## src/rtl/float_add_issue.sv

```systemverilog
// Issue controller in front of the single-precision adder: resolves IEEE-754 special
// operands locally, issues ordinary pairs to the adder and guards the wait with a timeout.
module float_add_issue #(
    parameter int TIMEOUT = 64
) (
    input  logic        Clock,
    input  logic        Reset,
    input  logic        InValid,
    output logic        InReady,
    input  logic [31:0] InOp1,
    input  logic [31:0] InOp2,
    output logic [31:0] AddOp1,
    output logic [31:0] AddOp2,
    output logic        AddInputValid,
    input  logic [31:0] AddResult,
    input  logic        AddResultValid,
    output logic        OutValid,
    input  logic        OutReady,
    output logic [31:0] OutResult,
    output logic        OutBypass,
    output logic        TimeoutErr
);

    localparam logic [31:0] QNAN         = 32'h7FC0_0000;
    localparam logic [7:0]  TIMEOUT_LAST = 8'(TIMEOUT - 1);

    typedef enum logic [1:0] {IDLE, ISSUE, WAIT, OUT} state_t;

    state_t      state;
    logic [7:0]  wait_cnt;

    logic        s1, s2;
    logic [7:0]  e1, e2;
    logic [22:0] m1, m2;
    logic        nan1, nan2, inf1, inf2, zero1, zero2;
    logic        bypass;
    logic [31:0] bypass_res;

    assign {s1, e1, m1} = InOp1;
    assign {s2, e2, m2} = InOp2;

    // A zero exponent covers both true zeros and denormals, which flush to signed zero.
    assign nan1  = (e1 == 8'hFF) && (m1 != 23'd0);
    assign nan2  = (e2 == 8'hFF) && (m2 != 23'd0);
    assign inf1  = (e1 == 8'hFF) && (m1 == 23'd0);
    assign inf2  = (e2 == 8'hFF) && (m2 == 23'd0);
    assign zero1 = (e1 == 8'h00);
    assign zero2 = (e2 == 8'h00);

    always_comb begin
        // NOTE: defaults first so every path assigns both outputs and no latch is inferred.
        bypass     = 1'b1;
        bypass_res = '0;
        if (nan1 || nan2)                   bypass_res = QNAN;
        else if (inf1 && inf2 && (s1 != s2)) bypass_res = QNAN;
        else if (inf1)                      bypass_res = InOp1;
        else if (inf2)                      bypass_res = InOp2;
        else if (zero1 && zero2)            bypass_res = {s1 & s2, 31'd0};
        else if (zero1)                     bypass_res = InOp2;
        else if (zero2)                     bypass_res = InOp1;
        else                                bypass     = 1'b0;
    end

    always_ff @(posedge Clock) begin
        // NOTE: the operand/result registers are plain flops, so resetting them is cheap and
        // gives the documented all-zero reset state.
        if (Reset) begin
            state      <= IDLE;
            wait_cnt   <= 8'd0;
            AddOp1     <= '0;
            AddOp2     <= '0;
            OutResult  <= '0;
            OutBypass  <= 1'b0;
            TimeoutErr <= 1'b0;
        end else begin
            case (state)
                IDLE: begin
                    if (InValid) begin
                        if (bypass) begin
                            OutResult <= bypass_res;
                            OutBypass <= 1'b1;
                            state     <= OUT;
                        end else begin
                            AddOp1 <= InOp1;
                            AddOp2 <= InOp2;
                            state  <= ISSUE;
                        end
                    end
                end
                ISSUE: begin
                    wait_cnt <= 8'd0;
                    state    <= WAIT;
                end
                WAIT: begin
                    if (wait_cnt != 8'hFF) wait_cnt <= wait_cnt + 8'd1;
                    // The first WAIT cycle still sees the previous operation's valid level.
                    if (AddResultValid && (wait_cnt != 8'd0)) begin
                        OutResult <= AddResult;
                        OutBypass <= 1'b0;
                        state     <= OUT;
                    end else if (wait_cnt == TIMEOUT_LAST) begin
                        OutResult  <= QNAN;
                        OutBypass  <= 1'b0;
                        TimeoutErr <= 1'b1;
                        state      <= OUT;
                    end
                end
                OUT: begin
                    if (OutReady) state <= IDLE;
                end
                default: state <= IDLE;
            endcase
        end
    end

    assign InReady       = (state == IDLE);
    assign AddInputValid = (state == ISSUE);
    assign OutValid      = (state == OUT);

endmodule

```

## config.mk

```make
export PLATFORM = sky130hd
export DESIGN_NAME = float_add_issue
export DESIGN_NICKNAME = d
export VERILOG_FILES = /design/src/rtl/float_add_issue.sv
export SDC_FILE = /design/constraint.sdc
export NUM_CORES = 1
export LEC_CHECK = 0
export ABC_AREA = 0
export BUFFER_PORTS_ARGS = -buffer_cell sky130_fd_sc_hd__buf_2
export CORE_MARGIN = 2
export CORE_UTILIZATION = 44
export DETAILED_ROUTE_END_ITERATION = 10
export MAX_ROUTING_LAYER = met4
export PLACE_DENSITY = 0.76
export SYNTH_ARGS = -nofsm -noshare
export SYNTH_HDL_FRONTEND = slang
export SYNTH_SLANG_ARGS = --single-unit
```

## constraint.sdc

```tcl
create_clock -name Clock -period 2.1 [get_ports Clock]
set_clock_uncertainty 0.15 [all_clocks]
set_input_delay 0.42 -clock Clock [delete_from_list [all_inputs] [get_ports Clock]]
set_output_delay 0.42 -clock Clock [all_outputs]
set_load 0.02 [all_outputs]
```

After elaboration in Yosys (flattened, before gate mapping) --
Index checks and enable logic that the tools add are counted. W data, S select, Z words.
Storage, ports and cells: word-level logic and storage cells 80, bits in read-only memories 0, memory bits (writable) 0, bits in registers 108, output and inout port bits 101, bits in latches 0, memories kept 0, input port bits 101
Cells by class: eq/ne operators 13, add/sub/neg operators 1, bitwise gates (word level) 3, mux-type cells 32, divide/modulo/power cells 0, reductions and logical operators 24, $mul 0, $lt $le $gt $ge 0, shifts and indexed selects 0
Operators by type and width (count):
- $mux W32 | 11
- $pmux W32 S2 | 1
- $logic_not A23 Y1 | 2
- $reduce_bool A23 Y1 | 2
- $eq A8 B8 Y1 const B | 2
- $logic_not A8 Y1 | 2
- $pmux W8 S2 | 1
- $mux W1 | 11
- $mux W2 | 5
- $reduce_and A3 Y1 | 3
- $add A8 B1 Y8 const B | 1
- $eq A8 B6 Y1 const B | 1
- $logic_and A1 B1 Y1 | 8
- $mux W8 | 1
- $ne A8 B8 Y1 const B | 1
- $pmux W2 S4 | 1
- $reduce_bool A8 Y1 | 1
- $eq A2 B2 Y1 const B | 2
- $ne A2 B1 Y1 const B | 2
- $ne A2 B2 Y1 const B | 2
- $reduce_and A4 Y1 | 1
- $reduce_bool A2 Y1 | 2
- $ne A3 B3 Y1 const B | 1
- $eq A2 B1 Y1 const B | 1
- other kinds (7) | 8

Depth between registers and ports, before layout --
Gate-level depths: netlist of the first run.
depth in word-level cells 11, depth in mapped cells 10, mapped depth without buffers 8

Worst setup path before layout of the first run --
OpenSTA, ideal clock, no wires.
path kind input port to flip-flop, start input InOp2[11], end register OutResult[22], cell stages on the path 8, setup slack -0.222 ns, data required time 1.828 ns, path buffers 2, library setup time 0.122 ns, arrival time 2.050 ns, cells stage by stage nor4_1 nand4_1 a211o_1 a221oi_2 buf_6 and2_4 buf_12 a21oi_2
Between the ends: longest elaborated chain between the ends 9, elaborated cells between the ends (all ways) 20, those cells by class 1 x eq/ne; 11 x mux; 8 x reduce/logical
Ends and longest elaborated chain:
- start, declared | line 11 | input logic [31:0] InOp2,
- $logic_not A23 Y1 | line 46 | assign inf2 = (e2 == 8'hFF) && (m2 == 23'd0);
- $logic_and A1 B1 Y1 | line 46
- $mux W32 / $logic_and A1 B1 Y1 (equally long branches) | line 57, 55
- $mux W32 / $logic_and A1 B1 Y1 (equally long branches) | line 56, 55
- $mux W32 | line 55 | else if (inf1 && inf2 && (s1 != s2)) bypass_res = QNAN;
- $mux W32 | line 54 | if (nan1 || nan2) bypass_res = QNAN;
- $mux W32 | line 79 | if (bypass) begin
- $mux W32 | line 78 | if (InValid) begin
- $pmux W32 S2 | line 76 | case (state)
- end signal, assigned | line 80 | OutResult <= bypass_res;
- end signal, assigned | line 98 | OutResult <= AddResult;
- end, declared | line 19 | output logic [31:0] OutResult,
Parallel ways exist; a longest one is shown, timed or not. The select of a mux whose other input is x is not followed. A chain may end at the register's enable or synchronous reset.

Final worst setup path of the first run --
start input InOp1[22], end register OutResult[3]
Between the ends: longest elaborated chain between the ends 9, elaborated cells between the ends (all ways) 18, those cells by class 1 x eq/ne; 9 x mux; 8 x reduce/logical
Ends and longest elaborated chain:
- start, declared | line 10 | input logic [31:0] InOp1,
- $logic_not A23 Y1 | line 45 | assign inf1 = (e1 == 8'hFF) && (m1 == 23'd0);
- $logic_and A1 B1 Y1 | line 45
- $logic_and A1 B1 Y1 (2 in a row) | line 55
- $mux W32 | line 55
- $mux W32 | line 54
- $mux W32 | line 79
- $mux W32 | line 78
- $pmux W32 S2 | line 76
Parallel ways exist; a longest one is shown, timed or not. The select of a mux whose other input is x is not followed.

==> results of run 1 <==
timing repair:
| item | CTS | global route |
|---|---|---|
| gates resized for setup | 26 | 26 |
| buffers inserted | 4 | 3 |
| hold buffers | 0 | 0 |
| pin swaps | 12 | 14 |
| gates cloned | 3 | 4 |
| setup endpoints to repair | 34 | 101 |
critical path: stages:
cell,delay (ns)
buf_8,0.10
nor4_4,0.34
buf_4,0.16
nand4_1,0.15
buf_4,0.20
o31a_1,0.28
buf_6,0.14
a32o_2,0.27
a221oi_2,0.25
nor3_1,0.07
registers in the layout, indices dropped and copies added, names as in the netlist:
register / flops
OutResult: 32
OutBypass: 1
AddOp1: 32
wait_cnt: 8
TimeoutErr: 1
AddOp2: 32
state: 2
cell families after synthesis:
logic type                 count (synthesis)  synth area share
and+or+nand+nor                          234            0.2094
AOI/OAI and AO/OA                        185            0.2941
DFF                                      108            0.4203
buffers and inverters                     53           0.05570
adders and majority gates                  7           0.01703
xor gates and xnor gates                   2          0.003406
per-layer routing:
layer	wire (um)	GRT usage	vias up	part of all wire
li1	-	-	2753	-
met1	7933	0.3619	2802	0.41
met2	9584	0.4972	245	0.50
met3	1088	0.04104	42	0.057
met4	560	0.1195	0	0.029
met5	0	-	-	0
cells in the mapped netlist (all sizes together), types with 4 or more instances:
| master | n | area share |
|---|---|---|
| nand2 | 144 | 0.11 |
| dfxtp | 108 | 0.42 |
| a21oi | 80 | 0.084 |
| a22oi | 30 | 0.054 |
| nor2 | 28 | 0.022 |
| clkbuf | 22 | 0.016 |
| buf | 21 | 0.032 |
| nor3 | 15 | 0.015 |
| nor4 | 15 | 0.024 |
| inv | 10 | 0.0073 |
| o21ai | 10 | 0.011 |
| o22ai | 10 | 0.024 |
| a221oi | 9 | 0.026 |
| o221ai | 9 | 0.015 |
| a32o | 8 | 0.016 |
| ha | 7 | 0.017 |
| and2 | 6 | 0.0078 |
| nand4 | 6 | 0.0073 |
| a211oi | 5 | 0.011 |
| or2 | 5 | 0.0066 |
| a2111oi | 4 | 0.012 |
| a22o | 4 | 0.0068 |
| nor2b | 4 | 0.0049 |
| or3 | 4 | 0.0049 |
metrics by stage:
step,instances,instance area [um^2],util,TNS (ns)
after floorplan,589,5285,-,-4.179
final,1046,7960,0.6971,-4.268
after global placement,1016,7271,0.6368,-41.44
after global routing,1046,7960,0.6971,-5.531
after detailed placement,1016,7271,0.6368,-45.99
after CTS,1039,7761,0.6797,-4.785
worst max-delay path by stage:
stage | start | to | slack (ns)
6_report | InOp1[22] | OutResult[3] | -0.20
2_1_floorplan | InOp1[25] | OutResult[10] | -0.17
5_1_grt | InOp1[22] | OutResult[3] | -0.25
3_3_place_gp | InOp1[0] | OutResult[2] | -0.80
4_1_cts | InOp1[22] | OutResult[3] | -0.21
3_5_place_dp | InOp1[0] | OutResult[3] | -0.93
power by group through the flow:
stage,sequential (mW),combinational [mW],clock [mW]
after floorplan,3.16,1.64,0
after global placement,2.69,3.41,0
after detailed placement,2.71,3.50,0
after CTS,2.67,3.55,1.77
after global routing,2.72,4.12,1.84
final,2.68,3.89,1.76
area by class of cell:
type	instances	area share
multi-input combinational	429	0.3746
tap	143	0.02248
timing repair buffer	340	0.2887
sequential	108	0.2718
inverter	10	0.004716
clock buffer	9	0.02829
clock inverter	7	0.009431
==> summary.md, run 1 <==
| Metric | Value |
|---|---|
| Largest net degree at the start of global routing | 98 |
| DR WL/cell | 18.32 um |
| Initial antenna violation count | 0 |
| Most common flop cell mapped by yosys | dfxtp_1 |
| Crit path DAT | 2.38 ns |
| Seq cells post-synth | 108 |
| Tcrit/Tclk final | 1.095 |
| Layout fillers | 898 |
| Worst setup SP type | primary input |
| Maxcap violations | 0 |
| Worst-margin pin slew | 0.5184 ns |
| Flip-flop and latch area | 2163 um^2 |
| Failing checks | setup timing |
| Worst reg2reg setup slack | -0.09 ns |
| DR iter-0 viols | 368 |
| Post-Syn Area per Cell | 8.733 um^2 |
| Clk pwr share | 0.211 |
| Final GP Congestion | 0.9345 |
| DRC Markers | 0 |
| Hold worst-path end | OutResult[10] |
| Hold path start | AddResult[10] |
| Worst VDD drop | 0.0006889 V |
| Vert. Die Dim | 112.1 um |
| Post-route minimum period | 2.300 ns |
| Area delta synth->final | 54.76% |
| Syn nets | 697 |
| Psw | 3.302 mW |
| Clk sinks | 108 |
| PortBufs | 201 |
| Core ar. | 11,420 um^2 |
| First-pass GRT wire length | 29,170 um |
| Clock slew at reported path FFs | 0.08 ns |
| Layout cells sized above 1 | 0.5138 |
| Initial Util | 0.4505 |
| Capturing point of the worst reg2reg path | OutResult[8] |
| Synth Instances | 589 |
| First-pass DRT Iterations | 5 |
| Ys Warns | 0 |
| Req. time, crit path | 2.18 ns |
| Post-synth EDFFs | 0 |
| Setup Viol. Count Final | 32 |
| CP Capture Type | register |
| Routed Antenna Nets | 0 |
| DIE AREA | 12,570 um^2 |
| Area of the multi-input gates | 2982 um^2 |
| Yosys cell types | 57 |
| Grt ovf | 0 |
| Most common cell after layout, fill and taps aside | buf_2 |
| Reg2Reg Depth | 9 |
| Flop pwr share | 0.322 |
| Power Dens Cells | 1046 nW/um^2 |
| Row count | 39 |
| Unrepaired setup endpoints after global routing | yes |
| Total Wirelength | 19,170 um |
| Final worst setup slack | -0.2005 ns |
| Cell Area, Synth | 5144 um^2 |
| Nets@finish | 1,006 |
| Hpwl dp | 13,760 um |
| Max frequency | 0.4347 GHz |
| Worst reg2reg startpoint | wait_cnt[0] |
| Vias in the first global route | 5,803 |
| Clk root buf | clkbuf_16 |
| Switching Share | 0.3967 |
| Most frequent cells in the layout | 198 x buf_2, 143 x nand2_1, 117 x buf_4 |
| Overall power | 8.324 mW |
| Post-synthesis sequential area ratio | 0.4203 |
| DIE WIDTH | 112.1 um |
| H-tree depth | 3 |
| Post-synth ARST share | 0 |
| Antenna diodes | 0 |
| Worst hold stages | 3 |
| CTS max path bufs | 2 |
| IO Count | 202 |
| Int Pwr | 5.022 mW |
| Worst hold slack | 0.1854 ns |
| CTS tree | yes |
| Clock Latency Late Sink | 0.36 ns |
| Max Slew Vio Count | 0 |
| Max-slew headroom | 0.6544 |
| Place WS | -0.9332 ns |
| Vias per cell | 5.585 |
| Vias | 5,842 |
| Total CTS buffers | 9 |
| Overall Global Routing Usage | 0.2967 |
| Static leakage | 3.424 nW |
| Status | finished, violations left |
| Crit path max fanout | 5 |
| Final Hold Vio Count | 0 |
| Combinational power share | 0.467 |
| Crit Path Class | primary input to register |
| Hold Crit Class | primary input to register |
(Power assumes the default switching activity.)
==> run 2: changes to the inputs <==
--- a/config.mk
+++ b/config.mk
@@ -7,7 +7,7 @@
 export LEC_CHECK = 0
 export ABC_AREA = 0
 export BUFFER_PORTS_ARGS = -buffer_cell sky130_fd_sc_hd__buf_2
-export CORE_MARGIN = 2
+export CAP_MARGIN = 20
 export CORE_UTILIZATION = 44
 export DETAILED_ROUTE_END_ITERATION = 10
 export MAX_ROUTING_LAYER = met4
==> run 2 against run 1 <==
Against the previous run: the run still ends with setup timing left; sequential cell count stayed put; first-iteration DRC count is 6.3% higher; critical path depth stayed put; final cell count is 0.29% lower; cell area is 1.3% higher; clock power hardly changed; utilization is 0.90 points higher; combinational power hardly changed; global-route usage is 2.6 points higher; non-clock buffer count is 5 lower; sequential power hardly changed; setup slack worse by 0.050 ns.
==> summary.md, run 2 (same netlist as run 1, synthesis figures left out) <==
| Metric | Value |
|---|---|
| Unrepaired setup endpoints after global routing | yes (unchanged) |
| Setup Viol. Count Final | 33 (was 32) |
| Place WS | -0.8581 ns (was -0.9332 ns) |
| Clock Latency Late Sink | 0.35 ns (was 0.36 ns) |
| Slowest cell on the critical path | nor4_4 (unchanged) |
| Hpwl dp | 13,460 um (was 13,760 um) |
| Crit path to | OutResult[4] (was OutResult[3]) |
| CTS tree | yes (unchanged) |
| Worst setup SP type | primary input (unchanged) |
| Worst hold slack | 0.2028 ns (was 0.1854 ns) |
| Worst Setup SP | InOp1[2] (was InOp1[22]) |
| DR WL/cell | 18.49 um (was 18.32 um) |
| Hold Crit Class | primary input to register (unchanged) |
| Worst reg2reg setup slack | -0.18 ns (was -0.09 ns) |
| Max frequency | 0.4254 GHz (was 0.4347 GHz) |
| Static leakage | 3.452 nW (was 3.424 nW) |
| First-pass GRT wire length | 28,520 um (was 29,170 um) |
| Crit path largest cell delay | 0.37 ns (was 0.34 ns) |
| Layout cells sized above 1 | 0.5172 (was 0.5138) |
| Worst-path cell chain | buf_8 > nor4_4 > buf_4 > nand4_1 > buf_4 > o31a_1 > buf_2 > a32o_1 > a221oi_2 > nor3_1 (was buf_8 > nor4_4 > buf_4 > nand4_1 > buf_4 > o31a_1 > buf_6 > a32o_2 > a221oi_2 > nor3_1) |
| Bufs and invs on worst path | 4 (unchanged) |
| Worst-margin pin slew | 0.5245 ns (was 0.5184 ns) |
| Largest net degree at the start of global routing | 98 (unchanged) |
| Final Hold Vio Count | 0 (unchanged) |
| Worst VDD drop | 0.0005752 V (was 0.0006889 V) |
| Hold path start | InOp2[25] (was AddResult[10]) |
| PortBufs | 201 (unchanged) |
| Grt ovf | 0 (unchanged) |
| Cts hold-fix bufs | 0 (unchanged) |
| Maxcap violations | 0 (unchanged) |
| IO Count | 202 (unchanged) |
| Row count | 39 (unchanged) |
| Clock slew at reported path FFs | 0.07 ns (was 0.08 ns) |
| Crit Path Class | primary input to register (unchanged) |
| Worst reg2reg startpoint | wait_cnt[1] (was wait_cnt[0]) |
| H-tree depth | 3 (unchanged) |
| Final GP Congestion | 0.9175 (was 0.9345) |
| Crit path max fanout | 4 (was 5) |
| Max Slew Vio Count | 0 (unchanged) |
| Largest regs | AddOp1: 32 flops, AddOp2: 32 flops, OutResult: 32 flops (unchanged) |
| Core ar. | 11,420 um^2 (unchanged) |
| Capturing point of the worst reg2reg path | OutResult[12] (was OutResult[8]) |
| Nets@finish | 1,002 (was 1,006) |
| Initial Util | 0.4505 (unchanged) |
| Area delta synth->final | 56.75% (was 54.76%) |
| Overall Global Routing Usage | 0.3231 (was 0.2967) |
| Most common cell after layout, fill and taps aside | buf_2 (unchanged) |
| Post-route minimum period | 2.351 ns (was 2.300 ns) |
| Layout fillers | 868 (was 898) |
| Vias per cell | 5.685 (was 5.585) |
| Vias in the first global route | 5,707 (was 5,803) |
| Total Wirelength | 19,280 um (was 19,170 um) |
| Crit path DAT | 2.42 ns (was 2.38 ns) |
| Reg2Reg Depth | 10 (was 9) |
| DIE WIDTH | 110.1 um (was 112.1 um) |
| Routed Antenna Nets | 0 (unchanged) |
| Vert. Die Dim | 110.1 um (was 112.1 um) |
| DIE AREA | 12,130 um^2 (was 12,570 um^2) |
| Req. time, crit path | 2.17 ns (was 2.18 ns) |
| Final worst setup slack | -0.2506 ns (was -0.2005 ns) |
| Critical path depth | 10 (unchanged) |
| Clk sinks | 108 (unchanged) |
| Max-slew headroom | 0.6500 (was 0.6544) |
| DRC Markers | 0 (unchanged) |
| Vias | 5,929 (was 5,842) |
| CP most frequent cell | buf_4 (unchanged) |
| Power Dens Cells | 1032 nW/um^2 (was 1046 nW/um^2) |
| Failing checks | setup timing (unchanged) |
| Tcrit/Tclk final | 1.119 (was 1.095) |
| Crit path max-delay family | compound AO/OA/AOI/OAI gates (unchanged) |
| Clk root buf | clkbuf_16 (unchanged) |
| First-pass DRT Iterations | 5 (unchanged) |
| Initial antenna violation count | 1 (was 0) |
| CP Capture Type | register (unchanged) |
| Status | finished, violations left (unchanged) |
| DR iter-0 viols | 391 (was 368) |
| Total CTS buffers | 9 (unchanged) |
| Most frequent cells in the layout | 199 x buf_2, 143 x nand2_1, 108 x buf_4 (was 198 x buf_2, 143 x nand2_1, 117 x buf_4) |
| CTS max path bufs | 2 (unchanged) |
[run 2: changes by cell type in the layout (fill, tap and decap cells not counted), sizes merged]
cell / delta
diode: +1
buf: -5
clkbuf: +6
clkinv: -2
o32ai: +1
inv: -1
clkinvlp: -3
[run 2: stage by stage]
stage	cell area, um^2	std cells	setup TNS, ns	util	power [mW]
3_5_place_dp	7211	1008	-43.32	0.6315	6.142
5_1_grt	8063	1043	-8.744	0.7061	8.715
3_3_place_gp	7211	1008	-40.64	0.6315	6.047
6_report	8063	1043	-5.519	0.7061	8.318
2_1_floorplan	5285	589	-4.179	-	4.801
4_1_cts	7936	1038	-2.162	0.6950	8.188
[run 2: where the power goes]
group	total, mW	internal, mW	switching [mW]
logic	3.89	1.61	2.28
clock network	1.74	0.994	0.750
registers	2.68	2.46	0.223
total	8.32	5.06	3.25
[run 2: repair_timing]
| action | in CTS | in global routing |
|---|---|---|
| gates resized for setup | 69 | 14 |
| endpoints found under the setup margin | 33 | 97 |
| cloned | 6 | 2 |
| pin swaps | 20 | 20 |
| setup buffers | 9 | 3 |
[run 2: worst min path at each step]
stage / endpoint / cells after the start
after floorplan: state[1] / 2
after global placement: AddOp1[8] / 2
after detailed placement: AddOp2[22] / 2
after CTS: AddOp2[25] / 3
after global routing: AddOp2[25] / 3
final: AddOp2[25] / 3
[run 2: cell type report]
| class | count | area [um^2] | area share |
|---|---|---|---|
| Tap cell | 143 | 178.9 | 0.02219 |
| Antenna cell | 1 | 2.502 | 0.0003104 |
| Sequential cell | 108 | 2175 | 0.2697 |
| Multi-Input combinational cell | 430 | 3094 | 0.3838 |
| Timing Repair Buffer | 335 | 2277 | 0.2824 |
| Clock inverter | 1 | 30.03 | 0.003724 |
| Clock buffer | 15 | 267.8 | 0.03321 |
| Inverter | 10 | 37.54 | 0.004655 |
[run 2: tightest hold or removal path, cell delays in order]
cell     delay [ns]
buf_2          0.13
nand2_1        0.06
a21oi_1        0.05
[run 2: per-layer routing]
| metal | part of all wire | vias up | track usage |
|---|---|---|---|
| li1 | - | 2756 | - |
| met1 | 0.39 | 2822 | 0.3760 |
| met3 | 0.069 | 68 | 0.04997 |
| met2 | 0.50 | 283 | 0.5277 |
| met4 | 0.044 | 0 | 0.1927 |
| met5 | 0 | - | - |
==> run 3: changes to the inputs <==
--- a/config.mk
+++ b/config.mk
@@ -7,11 +7,11 @@
 export LEC_CHECK = 0
 export ABC_AREA = 0
 export BUFFER_PORTS_ARGS = -buffer_cell sky130_fd_sc_hd__buf_2
-export CAP_MARGIN = 20
-export CORE_UTILIZATION = 44
+export CAP_MARGIN = 5
+export CORE_UTILIZATION = 45
 export DETAILED_ROUTE_END_ITERATION = 10
 export MAX_ROUTING_LAYER = met4
-export PLACE_DENSITY = 0.76
+export PLACE_DENSITY = 0.75
 export SYNTH_ARGS = -nofsm -noshare
 export SYNTH_HDL_FRONTEND = slang
 export SYNTH_SLANG_ARGS = --single-unit
==> constraint.sdc (replaced) <==
create_clock -name Clock -period 2.4 [get_ports Clock]
set_clock_uncertainty 0.15 [all_clocks]
set_input_delay 0.48 -clock Clock [delete_from_list [all_inputs] [get_ports Clock]]
set_output_delay 0.48 -clock Clock [all_outputs]
set_load 0.02 [all_outputs]
==> run 3 against run 2 <==
Against the previous run: the flow now finishes without violations; largest power group unchanged; first-iteration DRC count down 12%; clock power down 12%; sequential power down 13%; combinational power decreased by 28%; power shrank 20%; final cell count is 4.9% lower; cell area down 10%; highest routed layer unchanged; routed wire length down 12%; sequential cell count unchanged.
==> summary.md, run 3 (same netlist as run 1, synthesis figures left out) <==
| Metric | Value |
|---|---|
| Max Slew Vio Count | 0 (unchanged) |
| Post-route minimum period | 2.314 ns |
| DIE AREA | 11,860 um^2 (was 12,130 um^2) |
| Clk root buf | clkbuf_16 (unchanged) |
| DRC Markers | 0 (unchanged) |
| Row count | 38 (was 39) |
| Cts hold-fix bufs | 0 (unchanged) |
| Initial antenna violation count | 0 (was 1) |
| Worst hold stages | 3 (unchanged) |
| Slowest cell on the critical path | a2111oi_2 (was nor4_4) |
| Total Wirelength | 16,910 um (was 19,280 um) |
| Most frequent cells in the layout | 200 x buf_2, 143 x nand2_1, 107 x dfxtp_1 (was 199 x buf_2, 143 x nand2_1, 108 x buf_4) |
| Psw | 2.627 mW (was 3.254 mW) |
| Largest regs | AddOp1: 32 flops, AddOp2: 32 flops, OutResult: 32 flops (unchanged) |
| CTS max path bufs | 2 (unchanged) |
| Crit path max-delay family | compound AO/OA/AOI/OAI gates (unchanged) |
| Met1 usage | 0.3560 (was 0.3760) |
| Clk sinks | 108 (unchanged) |
| CTS tree | yes (unchanged) |
| Hold Crit Class | primary input to register (unchanged) |
| Worst VDD drop | 0.0005236 V (was 0.0005752 V) |
| Vert. Die Dim | 108.9 um (was 110.1 um) |
| Largest net degree at the start of global routing | 98 (unchanged) |
| Crit Path Class | primary input to register (unchanged) |
| Capturing point of the worst reg2reg path | OutResult[19] (was OutResult[12]) |
| Antenna diodes | 0 (was 1) |
| GR Util met2 | 0.4753 (was 0.5277) |
| Hpwl dp | 12,800 um (was 13,460 um) |
| DR iter-0 viols | 345 (was 391) |
| Nets@finish | 955 (was 1,002) |
| Worst setup SP type | primary input (unchanged) |
| DR WL/cell | 17.05 um (was 18.49 um) |
| Worst-path cell chain | buf_2 > nor4_4 > buf_4 > nand4_1 > a211o_1 > a221oi_2 > buf_4 > nor2_2 > a2111oi_2 (was buf_8 > nor4_4 > buf_4 > nand4_1 > buf_4 > o31a_1 > buf_2 > a32o_1 > a221oi_2 > nor3_1) |
| Routed Antenna Nets | 0 (unchanged) |
| Int Pwr | 4.067 mW (was 5.064 mW) |
| H-tree depth | 3 (unchanged) |
| Total CTS buffers | 9 (unchanged) |
| Layout fillers | 942 (was 868) |
| DIE WIDTH | 108.9 um (was 110.1 um) |
| Worst reg2reg setup slack | 0.19 ns (was -0.18 ns) |
| Vias per cell | 5.577 (was 5.685) |
| Req. time, crit path | 2.50 ns (was 2.17 ns) |
| First-pass GRT wire length | 25,700 um (was 28,520 um) |
| Core ar. | 10,980 um^2 (was 11,420 um^2) |
| Vias in the first global route | 5,261 (was 5,707) |
| Layout cells sized above 1 | 0.4448 (was 0.5172) |
| Clock Latency Late Sink | 0.34 ns (was 0.35 ns) |
| Clk pwr share | 0.228 (was 0.210) |
| Flop pwr share | 0.350 (was 0.322) |
| Critical path depth | 9 (was 10) |
| Max frequency | 0.4321 GHz |
| Area delta synth->final | 40.72% (was 56.75%) |
| Hold path start | InOp1[6] (was InOp2[25]) |
| Bufs and invs on worst path | 3 (was 4) |
| Worst reg2reg startpoint | wait_cnt[1] (unchanged) |
| Reg2Reg Depth | 8 (was 10) |
| Static leakage | 3.110 nW (was 3.452 nW) |
| Crit path DAT | 2.41 ns (was 2.42 ns) |
| Overall Global Routing Usage | 0.2885 (was 0.3231) |
| Vias | 5,532 (was 5,929) |
| Grt ovf | 0 (unchanged) |
| Hold worst-path end | AddOp1[6] (was AddOp2[25]) |
| Overall power | 6.695 mW (was 8.318 mW) |
| Crit path max fanout | 4 (unchanged) |
| Status | finished clean (was finished, violations left) |
| Setup Viol. Count Final | 0 (was 33) |
| Max-slew headroom | 0.6765 (was 0.6500) |
| Crit path largest cell delay | 0.36 ns (was 0.37 ns) |
| Tcrit/Tclk final | 0.9642 |
| Maxcap violations | 0 (unchanged) |
| Most common cell after layout, fill and taps aside | buf_2 (unchanged) |
| First-pass DRT Iterations | 5 (unchanged) |
| Worst-margin pin slew | 0.4852 ns (was 0.5245 ns) |
| PortBufs | 201 (unchanged) |
| GR Util met3 | 0.03527 (was 0.04997) |
| Power Dens Cells | 924.9 nW/um^2 (was 1032 nW/um^2) |
| CP most frequent cell | buf_4 (unchanged) |
| Global route hottest layer | met2 (unchanged) |
| Layout Utilization | 0.6590 (was 0.7061) |
| Switching Share | 0.3925 (was 0.3912) |
| Final Hold Vio Count | 0 (unchanged) |
| Final GP Congestion | 0.9265 (was 0.9175) |
| Initial Util | 0.4683 (was 0.4505) |
| Combinational power share | 0.422 (was 0.468) |
| IO Count | 202 (unchanged) |
| CP Capture Type | register (unchanged) |
| Clock slew at reported path FFs | 0.07 ns (about the same) |
[run 3: cell types whose count changed in the layout (fill, tap and decap cells not counted), moves of 5 or more]
cell     change
buf_6       -12
dfxtp_1      +5
a22oi_1     +14
a32o_1       +5
buf_4       -26
a32o_2       -5
a22oi_2     -14
[run 3: worst max-delay path by stage]
stage / end / slack [ns] / start
floorplan: OutResult[22] / 0.02 / InOp2[11]
global placement: OutResult[3] / -0.46 / InOp2[1]
detailed placement: OutResult[7] / -0.49 / InOp2[0]
CTS: OutResult[10] / 0.03 / InOp2[0]
global route: OutResult[18] / -0.005 / wait_cnt[1]
finish: OutResult[10] / 0.09 / InOp2[0]
[run 3: final cells by class]
class	count	area, um^2	share of cell area
inverters	10	37.54	0.005186
clock buffers	10	239.0	0.03302
flip-flops and latches	108	2163	0.2989
repair buffers	290	1777	0.2455
multi-input cells	428	2783	0.3844
well taps	140	175.2	0.02420
clock inverters	6	63.81	0.008816
[run 3: power groups by stage]
stage / clock network (mW) / registers [mW] / logic (mW)
2_1_floorplan: 0 / 2.76 / 1.34
3_3_place_gp: 0 / 2.36 / 2.73
3_5_place_dp: 0 / 2.38 / 2.79
4_1_cts: 1.55 / 2.34 / 2.80
5_1_grt: 1.61 / 2.38 / 3.07
6_report: 1.53 / 2.34 / 2.82
[run 3: worst min-delay path, delay by kind of cell]
family / cells / cell delay (ns)
buffers and inverters: 1 / 0.12
and+or+nand+nor: 1 / 0.05
AOI/OAI and AO/OA: 1 / 0.05
[run 3: stage by stage]
step           setup slack, ns    TNS, ns  hold slack (ns)  cell area, um^2  cells
3_3_place_gp           -0.4622     -14.05           0.2906             6842    975
4_1_cts                0.02756          0           0.2447             7158    991
3_5_place_dp           -0.4875     -14.93           0.2946             6842    975
5_1_grt              -0.005338  -0.005968           0.2578             7238    992
2_1_floorplan          0.01767          0           0.3147             5144    589
6_report               0.08586          0           0.2565             7238    992
[run 3: what timing repair did]
action                     4_1_cts  5_1_grt
buffers inserted                 0        1
pin swaps                        0        2
gates resized for setup          3        8
setup endpoints to repair       31       31
[run 3: layer usage]
layer	wire, um	up-vias
li1	-	2641
met1	7162	2626
met2	8268	230
met3	1090	35
met4	388	0
met5	0	-
